===== config.mk =====
export PLATFORM = sky130hd
export DESIGN_NAME = pulse_stretch
export DESIGN_NICKNAME = d
export VERILOG_FILES = /design/src/rtl/pulse_stretch.sv
export SDC_FILE = /design/constraint.sdc
export NUM_CORES = 1
export LEC_CHECK = 0
export BUFFER_PORTS_ARGS = -buffer_cell sky130_fd_sc_hd__buf_2
export CAP_MARGIN = 25
export CORE_MARGIN = 8
export CORE_UTILIZATION = 50
export CTS_CLUSTER_DIAMETER = 40
export CTS_CLUSTER_SIZE = 16
export DETAILED_ROUTE_END_ITERATION = 10
export PLACE_DENSITY = 0.71
export RECOVER_POWER = 100
export SYNTH_ARGS = -nofsm -noshare
export SYNTH_HDL_FRONTEND = slang
export SYNTH_SLANG_ARGS = --single-unit

===== constraint.sdc =====
create_clock -name clk -period 2.5 [get_ports clk]
set_input_delay 0.25 -clock clk [delete_from_list [all_inputs] [get_ports clk]]
set_output_delay 0.25 -clock clk [all_outputs]
set_load 0.005 [all_outputs]

===== src/rtl/pulse_stretch.sv =====
// pulse_stretch: turns a short internal event into an output pulse that stays high for at
// least HOLD_TICKS ticks, followed by at least GAP_TICKS ticks low. One tick is TICK_DIV clk
// cycles. Events that arrive while a pulse is in progress are queued one deep, or counted as
// dropped once the queue slot is taken.
//
// Ports:
//   clk          - system clock
//   reset_n      - asynchronous active-low reset
//   trigIn       - event request; each rising edge is one event
//   clearDrops   - synchronous clear of dropCount; wins over a same-cycle increment
//   stretchedOut - stretched pulse output, registered
//   busy         - a pulse or gap is in progress, or an event is queued
//   dropCount    - saturating count of discarded events
module pulse_stretch #(
    parameter int unsigned HOLD_TICKS = 8,
    parameter int unsigned GAP_TICKS  = 2,
    parameter int unsigned TICK_DIV   = 4,
    parameter int unsigned RETRIG     = 0
) (
    input  logic       clk,
    input  logic       reset_n,
    input  logic       trigIn,
    input  logic       clearDrops,
    output logic       stretchedOut,
    output logic       busy,
    output logic [7:0] dropCount
);

    localparam int unsigned TickMax = (HOLD_TICKS > GAP_TICKS) ? HOLD_TICKS : GAP_TICKS;
    localparam int unsigned TickW   = (TickMax > 1) ? $clog2(TickMax) : 1;
    localparam int unsigned PreW    = (TICK_DIV > 1) ? $clog2(TICK_DIV) : 1;

    typedef enum logic [1:0] {StIdle, StHold, StGap} state_t;

    state_t            r_state;
    logic              r_trig_s;
    logic              r_trig_prev;
    logic              r_pending;
    logic              r_out;
    logic [PreW-1:0]   r_pre;
    logic [TickW-1:0]  r_tick;
    logic [7:0]        r_drop;

    logic              w_event;
    logic              w_pre_wrap;
    logic              w_hold_done;
    logic              w_gap_done;
    logic              w_drop_inc;

    // trigIn is registered once before edge detection, so the output rises one clk edge after
    // the edge that sampled trigIn high.
    assign w_event     = r_trig_s & ~r_trig_prev;
    assign w_pre_wrap  = (r_pre == PreW'(TICK_DIV - 1));
    assign w_hold_done = w_pre_wrap && (r_tick == TickW'(HOLD_TICKS - 1));
    assign w_gap_done  = w_pre_wrap && (r_tick == TickW'(GAP_TICKS - 1));

    // An event is dropped only when the single queue slot is already occupied. In the gap
    // expiry cycle a queued event is consumed, so a new event takes its place instead.
    always_comb begin
        w_drop_inc = 1'b0;
        case (r_state)
            StHold:  w_drop_inc = (RETRIG == 0) && w_event && r_pending;
            StGap:   w_drop_inc = !w_gap_done && w_event && r_pending;
            default: w_drop_inc = 1'b0;
        endcase
    end

    always_ff @(posedge clk or negedge reset_n) begin
        if (!reset_n) begin
            r_state     <= StIdle;
            r_trig_s    <= 1'b1;
            r_trig_prev <= 1'b1;
            r_pending   <= 1'b0;
            r_out       <= 1'b0;
            r_pre       <= '0;
            r_tick      <= '0;
            r_drop      <= 8'd0;
        end else begin
            r_trig_s    <= trigIn;
            r_trig_prev <= r_trig_s;

            if (clearDrops) begin
                r_drop <= 8'd0;
            end else if (w_drop_inc && (r_drop != 8'hFF)) begin
                r_drop <= r_drop + 8'd1;
            end

            // Free-running tick timebase; every state transition below reloads it.
            if (w_pre_wrap) begin
                r_pre  <= '0;
                r_tick <= r_tick + 1'b1;
            end else begin
                r_pre  <= r_pre + 1'b1;
            end

            case (r_state)
                StIdle: begin
                    r_pre  <= '0;
                    r_tick <= '0;
                    if (w_event || r_pending) begin
                        r_state   <= StHold;
                        r_out     <= 1'b1;
                        r_pending <= 1'b0;
                    end
                end
                StHold: begin
                    if ((RETRIG != 0) && w_event) begin
                        // Retrigger beats expiry: restart the hold with the output still high.
                        r_pre  <= '0;
                        r_tick <= '0;
                    end else begin
                        if (w_event && !r_pending) begin
                            r_pending <= 1'b1;
                        end
                        if (w_hold_done) begin
                            r_state <= StGap;
                            r_out   <= 1'b0;
                            r_pre   <= '0;
                            r_tick  <= '0;
                        end
                    end
                end
                StGap: begin
                    if (w_gap_done) begin
                        r_pre  <= '0;
                        r_tick <= '0;
                        if (r_pending || w_event) begin
                            // Straight back to hold keeps the low time at exactly one gap.
                            r_state   <= StHold;
                            r_out     <= 1'b1;
                            r_pending <= r_pending & w_event;
                        end else begin
                            r_state <= StIdle;
                        end
                    end else if (w_event && !r_pending) begin
                        r_pending <= 1'b1;
                    end
                end
                default: begin
                    r_state <= StIdle;
                    r_out   <= 1'b0;
                end
            endcase
        end
    end

    assign stretchedOut = r_out;
    assign busy         = (r_state != StIdle) | r_pending;
    assign dropCount    = r_drop;

endmodule

Yosys cells after proc, flatten, opt, wreduce, memory -nomap -nowiden
Index checks and enable logic that the tools add are counted.
{"block": "totals", "reg_bits": 19, "latchBits": 0, "mem_bits_rw": 0, "rom_bits": 0, "in_bits": 4, "word_cells": 67, "mem_count": 0}
{"block": "op_classes", "addsub": 3, "mul": 0, "n_div": 0, "n_lt_le_gt_ge": 0, "n_eq_ne": 10, "n_shift": 0, "n_mux": 25, "n_bitwise": 4, "n_reduce_logical": 17}
{"operator": "two-way mux 8 bit", "count": 2}
{"operator": "two-way mux 2 bit", "count": 6}
{"operator": "one-hot mux 2 bit (3 select lines)", "count": 2}
{"operator": "two-way mux 3 bit", "count": 3}
{"operator": "one-hot mux 3 bit (3 select lines)", "count": 1}
{"operator": "adder 8 x 1 -> 8 bit (second input constant)", "count": 1}
{"operator": "two-way mux 1 bit", "count": 8}
{"operator": "!= test 8 bit (second input constant)", "count": 1}
{"operator": "logical AND 1 bit", "count": 7}
{"operator": "!= test 2 bit (second input constant)", "count": 3}
{"operator": "one-hot mux 1 bit (3 select lines)", "count": 2}
{"operator": "AND reduction 3 bit", "count": 2}
{"operator": "equality test 2 bit (second input constant)", "count": 2}
{"operator": "nonzero test 2 bit", "count": 2}
{"operator": "adder 3 x 1 -> 3 bit (second input constant)", "count": 1}
{"operator": "equality test 3 x 1 -> 1 bit (second input constant)", "count": 1}
{"operator": "equality test 3 bit (second input constant)", "count": 1}
{"operator": "!= test 3 bit (second input constant)", "count": 1}
{"operator": "nonzero test 3 bit", "count": 1}
{"operator": "adder 2 x 1 -> 2 bit (second input constant)", "count": 1}
{"operator": "bitwise AND 1 bit", "count": 2}
{"operator": "equality test 2 x 1 -> 1 bit (second input constant)", "count": 1}
{"operator": "zero test 1 bit", "count": 2}
{"operator": "zero test 2 bit", "count": 1}
{"operator": "5 further kinds", "count": 5}

Longest topological paths before layout
Gate-level depths: netlist (run 1).
{"block": "logic_depth", "word_depth": 9, "depth_mapped": 7, "ltp_nobuf": 6}

Worst setup path before layout (run 1)
Ideal clock, no wire load.
{"block": "synth_timing", "path_kind": "register to register", "start": "reg r_state[0]", "end": "reg r_drop[3] (netlist: dropCount[3])", "setup_time_ns": 0.140, "arrival_time_ns": 1.546, "required_time_ns": 2.360, "path_slack_ns": 0.815, "stages_incl_launch_ff": 8, "synth_period_minus_slack_ns": 1.685, "path_cell_list": "dfrtp_1 > inv_1 > ha_1 > and4b_1 > o21ai_2 > buf_2 > o311ai_0 > o41ai_1"}
{"block": "synth_between", "elab_chain_cells": 4, "elab_cells_between_ends": 5, "cone_classes": "2 x eq/ne; 1 x mux; 2 x reduce/logical"}
{"element": "from (decl)", "line": "35", "source": "state_t r_state;"}
{"element": "from (signal assigned)", "line": "70", "source": "r_state <= StIdle;"}
{"element": "from (signal assigned)", "line": "101", "source": "r_state <= StHold;"}
{"element": "from (signal assigned)", "line": "116", "source": "r_state <= StGap;"}
{"element": "equality test 2 bit / equality test 2 x 1 -> 1 bit (equally long branches)", "line": "61", "source": "case (r_state)"}
{"element": "one-hot mux 1 bit (2 select lines) *", "line": "61"}
{"element": "logical AND 1 bit *", "line": "84", "source": "end else if (w_drop_inc && (r_drop != 8'hFF)) begin"}
{"element": "nonzero test 2 bit (no source line) *"}
{"element": "to (signal assigned)", "line": "85", "source": "r_drop <= r_drop + 8'd1;"}
{"element": "to (decl)", "line": "42", "source": "logic [7:0] r_drop;"}
Mark *: on every way between the ends. The rest lies on a longest branch, timed or not.
A chain may end at the register's enable or synchronous reset.

Final worst setup path (run 1)
{"block": "layout_timing", "start": "reg r_state[0]", "end": "reg r_drop[6] (netlist: dropCount[6])"}
The elaborated chain is that of the path after synthesis.

==> summary.txt, run 1 <==
==========================================================================================
Count of input and output buffers ...........................................           13
Critical Path Source Type ...................................................     register
Initial DRC Count ...........................................................           19
Final-layout fill cell count ................................................          191
Maximum clock frequency .....................................................      486 MHz
Max rail drop VDD ...........................................................     0.474 mV
Mapped Avg Cell Area ........................................................     10.3 um2
Arrival time reported for the critical path endpoint ........................      2.28 ns
Top cells by count, synth ................................................... sky130_fd_sc_hd__dfrtp_1 (17), sky130_fd_sc_hd__ha_1 (9), sky130_fd_sc_hd__inv_1 (8), sky130_fd_sc_hd__nor2_1 (8), sky130_fd_sc_hd__a21oi_1 (6)
Die X-Extent ................................................................      61.7 um
Via count of the first global-routing pass ..................................          775
Buffer levels on the longest clock path .....................................            2
Cell leakage power ..........................................................     0.524 nW
Synth warnings ..............................................................            0
Dominant register cell in the synthesized netlist ........................... sky130_fd_sc_hd__dfrtp_1
Worst-case clock skew .......................................................   0.00529 ns
Setup repair after global routing missed its margin .........................           no
Maximum number of pins on one net before global-route repair ................           20
Clock edge transition at the registers on the reported setup and hold paths .      0.11 ns
Global-route usage over all layers ..........................................        0.124
Post-layout util ............................................................        0.589
Starting density of the core ................................................        0.532
Count of inserted antenna diode cells .......................................            0
Number of cell rows .........................................................           16
Most area-hungry cell type in the Yosys netlist ............................. sky130_fd_sc_hd__dfrtp_1
Number of DRC violations after detailed routing .............................            0
Min-Delay Path Class ........................................................ input port to register
Fraction of final layout cells sized beyond drive strength 1 ................        0.147
Number of unique standard cell types used by synthesis ......................           35
Die boundary height .........................................................      61.7 um
Overall via count from detail_route .........................................          808
Number of buffers inserted during clock tree synthesis ......................            3
Seq. cell area ..............................................................      478 um2
Final weighted congestion of routability-driven global placement ............        0.870
Clock tree from TritonCTS ...................................................        built
Worst max-slew margin expressed relative to the limit .......................        0.350
Mapped Nets .................................................................          114
Number of flops mapped to enable cells by yosys .............................            0
Area fraction of the dominant cell type after synthesis .....................        0.408
CTS H-tree lvls .............................................................            1
Actual transition at the worst max-transition pin ...........................     0.975 ns
DR vias/cell ................................................................         5.65
Number of flip-flops and latches in the synthesized netlist .................           19
Max capacitance violation total .............................................            0
Number of setup violations in the final report ..............................            0
WP data required ............................................................      2.73 ns
Final hold viol count .......................................................            0
Type of element capturing the critical path .................................     register
Root Driver ................................................................. sky130_fd_sc_hd__clkbuf_4
Number of gates resized after cts ...........................................            0
Final WL ....................................................................      1.95 mm
Final Net Count .............................................................          130
Crit Path Class ............................................................. register to register
Multi-input combinational cell area .........................................      518 um2
Antenna violations before repair ............................................            0
Async SR Flop Fraction ......................................................         1.00
Overall die area ............................................................     3810 um2
Share of the yosys chip area belonging to registers .........................        0.458
Wire per inst ...............................................................      13.6 um
Setup total negative slack ..................................................         0 ns
Worst-path fanout max .......................................................           15
Clock insertion delay at the later pin of the skew report ...................      0.30 ns
Area of the placeable core ..................................................     1960 um2
Number of optimization iterations in the first detailed-route pass ..........            4
Most common cell in the synthesized netlist ................................. sky130_fd_sc_hd__dfrtp_1
Share of the clock period used by the worst path ............................        0.823
Run status .................................................................. complete, no violations
Number of routed nets with antenna violations ...............................            0
Post-DP HPWL ................................................................      1.49 mm
Syn Inst Count ..............................................................          101
GR Overflow Total ...........................................................            0
I/O pins ....................................................................           14
Area contributors post-synth ................................................ sky130_fd_sc_hd__dfrtp_1 (41%), sky130_fd_sc_hd__ha_1 (11%), sky130_fd_sc_hd__dfstp_2 (5.0%), sky130_fd_sc_hd__o41ai_1 (3.4%), sky130_fd_sc_hd__a21oi_1 (2.9%)
Crit path time final ........................................................      2.06 ns
Total power divided by cell area ............................................   741 nW/um2
Number of pins exceeding their max-slew limit in the final report ...........            0
Signed area change from the synthesized netlist to the final layout .........        10.8%
Wire length of the first global-routing pass ................................      3.48 mm
Netlist area before placement ...............................................     1040 um2
CTS sink cnt ................................................................           19
==========================================================================================
-- metrics by stage --
step                instance area (um2)  setup slack (ns)  cells  power, mW  hold WS [ns]
floorplan                          1040             0.815    101      0.623       -0.0456
global placement                   1130             0.679    138      0.703         0.206
detailed placement                 1130             0.595    138      0.711         0.211
CTS                                1170             0.584    143      0.874        0.0234
global route                       1160             0.292    143      0.937        0.0228
finish                             1160             0.442    143      0.856        0.0414
-- path summary, 6_finish.rpt --
check                            from            to  slack (ns)  cells past startpoint
setup / recovery           r_state[0]  dropCount[6]        0.44                      6
hold / removal                 trigIn      r_trig_s        0.04                      1
setup reg to reg           r_state[0]  dropCount[6]        0.44                      6
hold reg to reg              r_trig_s   r_trig_prev        0.40                      0
max in group asynchronous     reset_n    r_state[1]        1.30                      2
min in group asynchronous     reset_n  dropCount[7]        0.61                      2
-- area by class of cell --
class | instances | share of cell area
Multi-Input combinational cell | 71 | 0.448
Sequential cell | 19 | 0.413
Timing Repair Buffer | 14 | 0.0595
Tap cell | 27 | 0.0292
Inverter | 8 | 0.0260
Clock buffer | 3 | 0.0195
Clock inverter | 1 | 0.00433
-- where the power goes --
part,switching [mW],internal [mW]
registers,0.0315,0.354
logic,0.186,0.131
clock network,0.0939,0.0597
total,0.312,0.545
-- logic make-up after synthesis --
| family | share of synthesized area |
|---|---|
| buffers and inverters | 0.0420 |
| and+or+nand+nor | 0.175 |
| AOI/OAI and AO/OA | 0.177 |
| xor gates and xnor gates | 0.00839 |
| DFF | 0.458 |
| muxes | 0.0312 |
| adders and majority gates | 0.108 |
-- worst max-delay path, cell delays in order (launching register included) --
cell                      delay, ns
sky130_fd_sc_hd__dfrtp_1       0.41
sky130_fd_sc_hd__inv_1         0.08
sky130_fd_sc_hd__ha_1          0.30
sky130_fd_sc_hd__and4b_1       0.19
sky130_fd_sc_hd__o21ai_1       0.26
sky130_fd_sc_hd__or4_1         0.56
sky130_fd_sc_hd__a21oi_1       0.18
-- per-layer routing --
metal,vias up,part of all wire,GRT usage
li1,406,-,-
met1,380,0.47,0.161
met2,18,0.46,0.176
met3,4,0.058,0.0522
met4,0,0.012,0.0455
met5,-,0,0
-- flip-flops by register name, summed over array words and instances, names as in the netlist --
signal / cells
dropCount: 8
r_tick: 3
r_pre: 2
r_state: 2
r_pending: 1
r_trig_prev: 1
r_trig_s: 1
stretchedOut: 1
-- repair_timing --
item                      4_1_cts  5_1_grt
hold buffers                    1        0
hold endpoints to repair       17        0
buffers inserted                0        0
-- cells in the final DEF (no fill, tap or decap), types with 2 or more instances in the layout --
| master | count |
|---|---|
| sky130_fd_sc_hd__mux2_2 | 2 |
| sky130_fd_sc_hd__a21oi_1 | 6 |
| sky130_fd_sc_hd__nand3_1 | 4 |
| sky130_fd_sc_hd__o31ai_1 | 2 |
| sky130_fd_sc_hd__nand3b_1 | 2 |
| sky130_fd_sc_hd__clkbuf_1 | 5 |
| sky130_fd_sc_hd__nand2_1 | 2 |
| sky130_fd_sc_hd__nor3_1 | 5 |
| sky130_fd_sc_hd__nand2b_1 | 2 |
| sky130_fd_sc_hd__dfrtp_1 | 17 |
| sky130_fd_sc_hd__inv_1 | 8 |
| sky130_fd_sc_hd__ha_1 | 9 |
| sky130_fd_sc_hd__o21ai_0 | 3 |
| sky130_fd_sc_hd__nor2_1 | 8 |
| sky130_fd_sc_hd__o41ai_1 | 4 |
| sky130_fd_sc_hd__or4_1 | 2 |
| sky130_fd_sc_hd__o311ai_0 | 3 |
| sky130_fd_sc_hd__nor2b_1 | 2 |
| sky130_fd_sc_hd__clkbuf_4 | 3 |
| sky130_fd_sc_hd__buf_2 | 8 |
Power figures use the tool's default switching activity.
==> run 2: changes to the inputs <==
- PLACE_DENSITY: 0.71 -> 0.74
- clock period: 2.5 -> 1.76 ns (I/O delays scaled with it)
==> summary.txt, run 2 (synthesis gave the netlist of run 1 again) <==
==========================================================================================
GR Overflow Total ...........................................................            0   unchanged
Number of routed nets with antenna violations ...............................            0   unchanged
Met1 layer wirelength in the final routing ..................................      1.13 mm   +25%
Length of routed met3 wiring ................................................        54 um   -52%
Crit Path Class ............................................................. register to register
Maximum number of pins on one net before global-route repair ................           20   unchanged
Commonest non-fill, non-tap cells in the layout ............................. sky130_fd_sc_hd__dfrtp_1 (17), sky130_fd_sc_hd__buf_4 (10), sky130_fd_sc_hd__buf_2 (9)
Max capacitance violation total .............................................            0   unchanged
Critical Path Source Type ...................................................     register
Number of DRC violations after detailed routing .............................            0   unchanged
Starting density of the core ................................................        0.532   unchanged
Clock tree from TritonCTS ...................................................        built
Total met2 wirelength after detailed routing ................................      1.30 mm   +44%
Root Driver ................................................................. sky130_fd_sc_hd__clkbuf_4
DR vias/cell ................................................................         5.85   +3.5%
Worst hold-check slack ......................................................     0.150 ns   +0.109 ns
Final WL ....................................................................      2.50 mm   +28%
PnR worst setup slack .......................................................    0.0193 ns   -0.423 ns
Post-DP HPWL ................................................................      1.65 mm   +11%
Die X-Extent ................................................................      61.7 um   unchanged
Actual transition at the worst max-transition pin ...........................      1.04 ns   +0.0659 ns
Final hold viol count .......................................................            0   unchanged
Type of element capturing the critical path .................................     register
Arrival time reported for the critical path endpoint ........................      1.95 ns   -0.33 ns
CTS sink cnt ................................................................           19   unchanged
Total power divided by cell area ............................................  1050 nW/um2   +42%
Max FFs per register ........................................................            8   unchanged
Clock edge transition at the registers on the reported setup and hold paths .      0.12 ns   about the same
Clock insertion delay at the later pin of the skew report ...................      0.30 ns   about the same
Final weighted congestion of routability-driven global placement ............        0.817   -6.0%
Overall via count from detail_route .........................................          912   +13%
CTS H-tree lvls .............................................................            1   unchanged
Run status .................................................................. complete, no violations
Number of optimization iterations in the first detailed-route pass ..........            4   unchanged
Wire length of the first global-routing pass ................................      4.00 mm   +15%
Number of setup violations in the final report ..............................            0   unchanged
Number of buffers inserted during clock tree synthesis ......................            3   unchanged
Number of pins exceeding their max-slew limit in the final report ...........            0   unchanged
Final-layout fill cell count ................................................          175   -8.4%
Highest Signal Layer ........................................................         met4
Signed area change from the synthesized netlist to the final layout .........        32.4%
Cell leakage power ..........................................................     0.605 nW   +16%
Share of the clock period used by the worst path ............................        0.989   +0.166
Crit path time final ........................................................      1.74 ns   -0.317 ns
Area of the placeable core ..................................................     1960 um2   unchanged
Wire per inst ...............................................................      16.0 um   +18%
Maximum clock frequency .....................................................      574 MHz   +18%
Worst setup slack after placement ...........................................   -0.0370 ns   -0.632 ns
Count of inserted antenna diode cells .......................................            0   unchanged
Setup total negative slack ..................................................         0 ns   unchanged
Fraction of final layout cells sized beyond drive strength 1 ................        0.372   +0.226
Worst-case clock skew .......................................................    0.0179 ns   +0.0126 ns
Max rail drop VDD ...........................................................     0.790 mV   +67%
Count of input and output buffers ...........................................           13   unchanged
Total power after layout ....................................................      1.46 mW   +70%
I/O pins ....................................................................           14   unchanged
Min-Delay Path Class ........................................................ input port to register
Global-route usage over all layers ..........................................        0.140   +0.0167
Post-layout util ............................................................        0.704   +0.115
Overall die area ............................................................     3810 um2   unchanged
Setup repair after global routing missed its margin .........................          yes
Die boundary height .........................................................      61.7 um   unchanged
Via count of the first global-routing pass ..................................          881   +14%
Buffer levels on the longest clock path .....................................            2   unchanged
Most common cell after layout, fill and taps aside .......................... sky130_fd_sc_hd__dfrtp_1
Initial DRC Count ...........................................................           26   +7
Worst-path fanout max .......................................................            8   -7
WP data required ............................................................      1.96 ns   -0.77 ns
Antenna violations before repair ............................................            0   unchanged
Worst max-slew margin expressed relative to the limit .......................        0.306   -0.0440
Final Net Count .............................................................          143   +10%
Number of cell rows .........................................................           16   unchanged
==========================================================================================
[run 2: path summary, 6_finish.rpt]
check | endpoint | startpoint | slack (ns) | depth (start not counted)
max | dropCount[7] | r_state[0] | 0.02 | 6
min | dropCount[5] | clearDrops | 0.15 | 2
max reg2reg | dropCount[7] | r_state[0] | 0.02 | 6
min reg2reg | r_trig_prev | r_trig_s | 0.38 | 0
max in group asynchronous | r_tick[2] | reset_n | 0.52 | 2
min in group asynchronous | dropCount[4] | reset_n | 0.59 | 2
[run 2: area by class of cell]
class | count | area, um2 | share of cell area
Timing Repair Buffer | 27 | 170 | 0.123
Tap cell | 27 | 33.8 | 0.0245
Sequential cell | 19 | 478 | 0.346
Clock buffer | 3 | 22.5 | 0.0163
Multi-Input combinational cell | 71 | 642 | 0.465
Clock inverter | 1 | 5.00 | 0.00362
Inverter | 8 | 30.0 | 0.0217
[run 2: metrics by stage]
step	cells	instance area, um2
6_report	156	1380
5_1_grt	156	1380
4_1_cts	155	1270
3_5_place_dp	148	1200
3_3_place_gp	148	1200
2_1_floorplan	101	1040
[run 2: what timing repair did]
item	CTS	global route
endpoints found under the setup margin	5	14
hold buffers	2	0
endpoints found under the hold margin	18	0
buffers inserted	1	1
gates resized for setup	6	19
pin swaps	0	4
[run 2: worst max-delay path, stage by stage, from the launching register on]
cell and delay, ns:
sky130_fd_sc_hd__dfrtp_1 0.38, sky130_fd_sc_hd__inv_2 0.06, sky130_fd_sc_hd__ha_4 0.25, sky130_fd_sc_hd__and4b_1 0.23
sky130_fd_sc_hd__o21ai_4 0.11, sky130_fd_sc_hd__nor4_2 0.25, sky130_fd_sc_hd__mux2_2 0.36
[run 2: power by group]
part	switching, mW	total (mW)	internal, mW
registers	0.0430	0.546	0.503
logic	0.355	0.686	0.330
clock network	0.138	0.223	0.0846
total	0.537	1.46	0.918
[run 2: metal layers]
metal / global-route usage / vias to the layer above
li1: - / 437
met1: 0.171 / 460
met2: 0.239 / 13
met3: 0.0313 / 2
met4: 0.0390 / 0
met5: 0 / -
==> run 3: changes to the inputs <==
- REMOVE_ABC_BUFFERS: not set -> 1
==> summary.txt, run 3 (synthesis gave the netlist of run 1 again) <==
==========================================================================================
Total power divided by cell area ............................................  1050 nW/um2   -0.27%
Root Driver ................................................................. sky130_fd_sc_hd__clkbuf_4
Overall via count from detail_route .........................................          907   -0.55%
Met2 track utilization from global routing ..................................        0.230   -0.00886
Clock edge transition at the registers on the reported setup and hold paths .      0.11 ns   about the same
Wire length of the first global-routing pass ................................      3.98 mm   -0.52%
Critical Path Source Type ...................................................     register
Seq. cell area ..............................................................      478 um2   unchanged
Global routing's busiest layer ..............................................         met2
Fraction of final layout cells sized beyond drive strength 1 ................        0.374   +0.00195
Max capacitance violation total .............................................            0   unchanged
Run status .................................................................. complete, no violations
Number of cell rows .........................................................           16   unchanged
I/O pins ....................................................................           14   unchanged
Final hold viol count .......................................................            0   unchanged
Wire per inst ...............................................................      15.4 um   -3.8%
Dpl cells ...................................................................          149   +0.68%
Maximum number of pins on one net before global-route repair ................           20   unchanged
Worst-case clock skew .......................................................   0.00296 ns   -0.0149 ns
Area of the placeable core ..................................................     1960 um2   unchanged
Setup repair after global routing missed its margin .........................          yes
Clock insertion delay at the later pin of the skew report ...................      0.30 ns   about the same
Cell Count, Final, Fillers Out ..............................................          158   +1.3%
Die boundary height .........................................................      61.7 um   unchanged
Actual transition at the worst max-transition pin ...........................     0.490 ns   -0.551 ns
Worst-path fanout max .......................................................            8   unchanged
Arrival time reported for the critical path endpoint ........................      1.95 ns   about the same
Initial DRC Count ...........................................................           18   -31%
Maximum clock frequency .....................................................      570 MHz   -0.76%
Count of inserted antenna diode cells .......................................            0   unchanged
Die X-Extent ................................................................      61.7 um   unchanged
Most common cell after layout, fill and taps aside .......................... sky130_fd_sc_hd__dfrtp_1
Antenna violations before repair ............................................            0   unchanged
Signed area change from the synthesized netlist to the final layout .........        29.9%
Final Net Count .............................................................          145   +1.4%
Number of DRC violations after detailed routing .............................            0   unchanged
Type of element capturing the critical path .................................     register
Worst max-slew margin expressed relative to the limit .......................        0.672   +0.366
Number of routed nets with antenna violations ...............................            0   unchanged
Clock tree from TritonCTS ...................................................        built
CTS H-tree lvls .............................................................            1   unchanged
Count of input and output buffers ...........................................           13   unchanged
Min-Delay Path Class ........................................................ input port to register
Crit Path Class ............................................................. register to register
Share of the clock period used by the worst path ............................        0.997   +0.00758
Cell with the biggest individual delay on the critical path ................. sky130_fd_sc_hd__dfrtp_1
Overall die area ............................................................     3810 um2   unchanged
Max FFs per register ........................................................            8   unchanged
Post-layout util ............................................................        0.691   -0.0134
Final weighted congestion of routability-driven global placement ............        0.871   +6.6%
Final WL ....................................................................      2.44 mm   -2.5%
Cell leakage power ..........................................................     0.630 nW   +4.0%
Buffer levels on the longest clock path .....................................            2   unchanged
Number of buffers inserted during clock tree synthesis ......................            3   unchanged
Met1 layer usage reported by global route ...................................        0.156   -0.0149
Crit path time final ........................................................      1.75 ns   +0.0133 ns
Final-layout fill cell count ................................................          166   -5.1%
WP data required ............................................................      1.96 ns   about the same
Number of pins exceeding their max-slew limit in the final report ...........            0   unchanged
List of cells traversed by the critical path ................................ inv_2 -> ha_4 -> and4b_1 -> o21ai_4 -> nor4_2 -> mux2_2
CTS sink cnt ................................................................           19   unchanged
GR Layer Usage met3 .........................................................       0.0459   +0.0146
Biggest cell delay along the critical path ..................................      0.39 ns   about the same
Global-route usage over all layers ..........................................        0.144   +0.00335
Number of optimization iterations in the first detailed-route pass ..........            4   unchanged
Post-DP HPWL ................................................................      1.75 mm   +6.0%
DR vias/cell ................................................................         5.74   -1.8%
Starting density of the core ................................................        0.532   unchanged
Via count of the first global-routing pass ..................................          928   +5.3%
Max rail drop VDD ...........................................................     0.746 mV   -5.6%
GR Overflow Total ...........................................................            0   unchanged
Number of setup violations in the final report ..............................            0   unchanged
Commonest non-fill, non-tap cells in the layout ............................. sky130_fd_sc_hd__dfrtp_1 (17), sky130_fd_sc_hd__buf_2 (13), sky130_fd_sc_hd__buf_4 (13)
Multi-input combinational cell area .........................................      592 um2   -7.8%
==========================================================================================
## run 3: path summary, 6_finish.rpt
path / start / endpoint / slack, ns / cells past startpoint
max reg2reg: r_state[1] / dropCount[7] / 0.006 / 6
min reg2reg: r_trig_s / r_trig_prev / 0.39 / 0
min: clearDrops / dropCount[1] / 0.17 / 2
min in group asynchronous: reset_n / r_tick[0] / 0.34 / 2
max: r_state[1] / dropCount[7] / 0.006 / 6
max in group asynchronous: reset_n / r_trig_prev / 1.09 / 2
## run 3: through the flow
stage	cell area [um2]	power, mW	hold slack, ns	TNS [ns]	setup WS [ns]
floorplan	1030	0.881	-0.120	0	0.00581
global placement	1210	1.10	0.134	-0.00705	-0.00705
detailed placement	1210	1.12	0.139	-0.0791	-0.0297
CTS	1270	1.36	0.145	-0.0147	-0.00765
global route	1360	1.54	0.168	-0.135	-0.0581
finish	1360	1.42	0.169	0	0.00594
## run 3: timing repair
action | 4_1_cts | 5_1_grt
endpoints found under the hold margin | 18 | 0
pin swaps | 0 | 3
setup endpoints to repair | 5 | 8
resized for setup | 6 | 11
setup buffers | 0 | 3
hold buffers | 2 | 0
## run 3: area by class of cell
class                      count  area share
clock buffer                   3      0.0166
clock inverter                 1     0.00369
inverter                       8      0.0222
multi-input combinational     71       0.437
sequential                    19       0.353
tap                           27      0.0249
timing repair buffer          29       0.143
## run 3: worst max-delay path: cells and delay by family, from the launching register on
| kind | cells | cell delay, ns |
|---|---|---|
| adder cells (fa/ha/maj) | 1 | 0.26 |
| AO/OA/AOI/OAI | 1 | 0.11 |
| AND/OR/NAND/NOR | 2 | 0.47 |
| buffers and inverters | 1 | 0.06 |
| multiplexers | 1 | 0.36 |
| flip-flops | 1 | 0.39 |
## run 3: layer usage
layer | up-vias | wire length, um
li1 | 434 | -
met1 | 440 | 1020
met2 | 25 | 1240
met3 | 8 | 106
met4 | 0 | 76
met5 | - | 0
## run 3: power breakdown
group / internal (mW) / switching (mW) / leakage [nW]
clock: 0.0848 / 0.140 / 0.0177
combinational: 0.324 / 0.331 / 0.360
sequential: 0.503 / 0.0406 / 0.252
total: 0.912 / 0.511 / 0.630
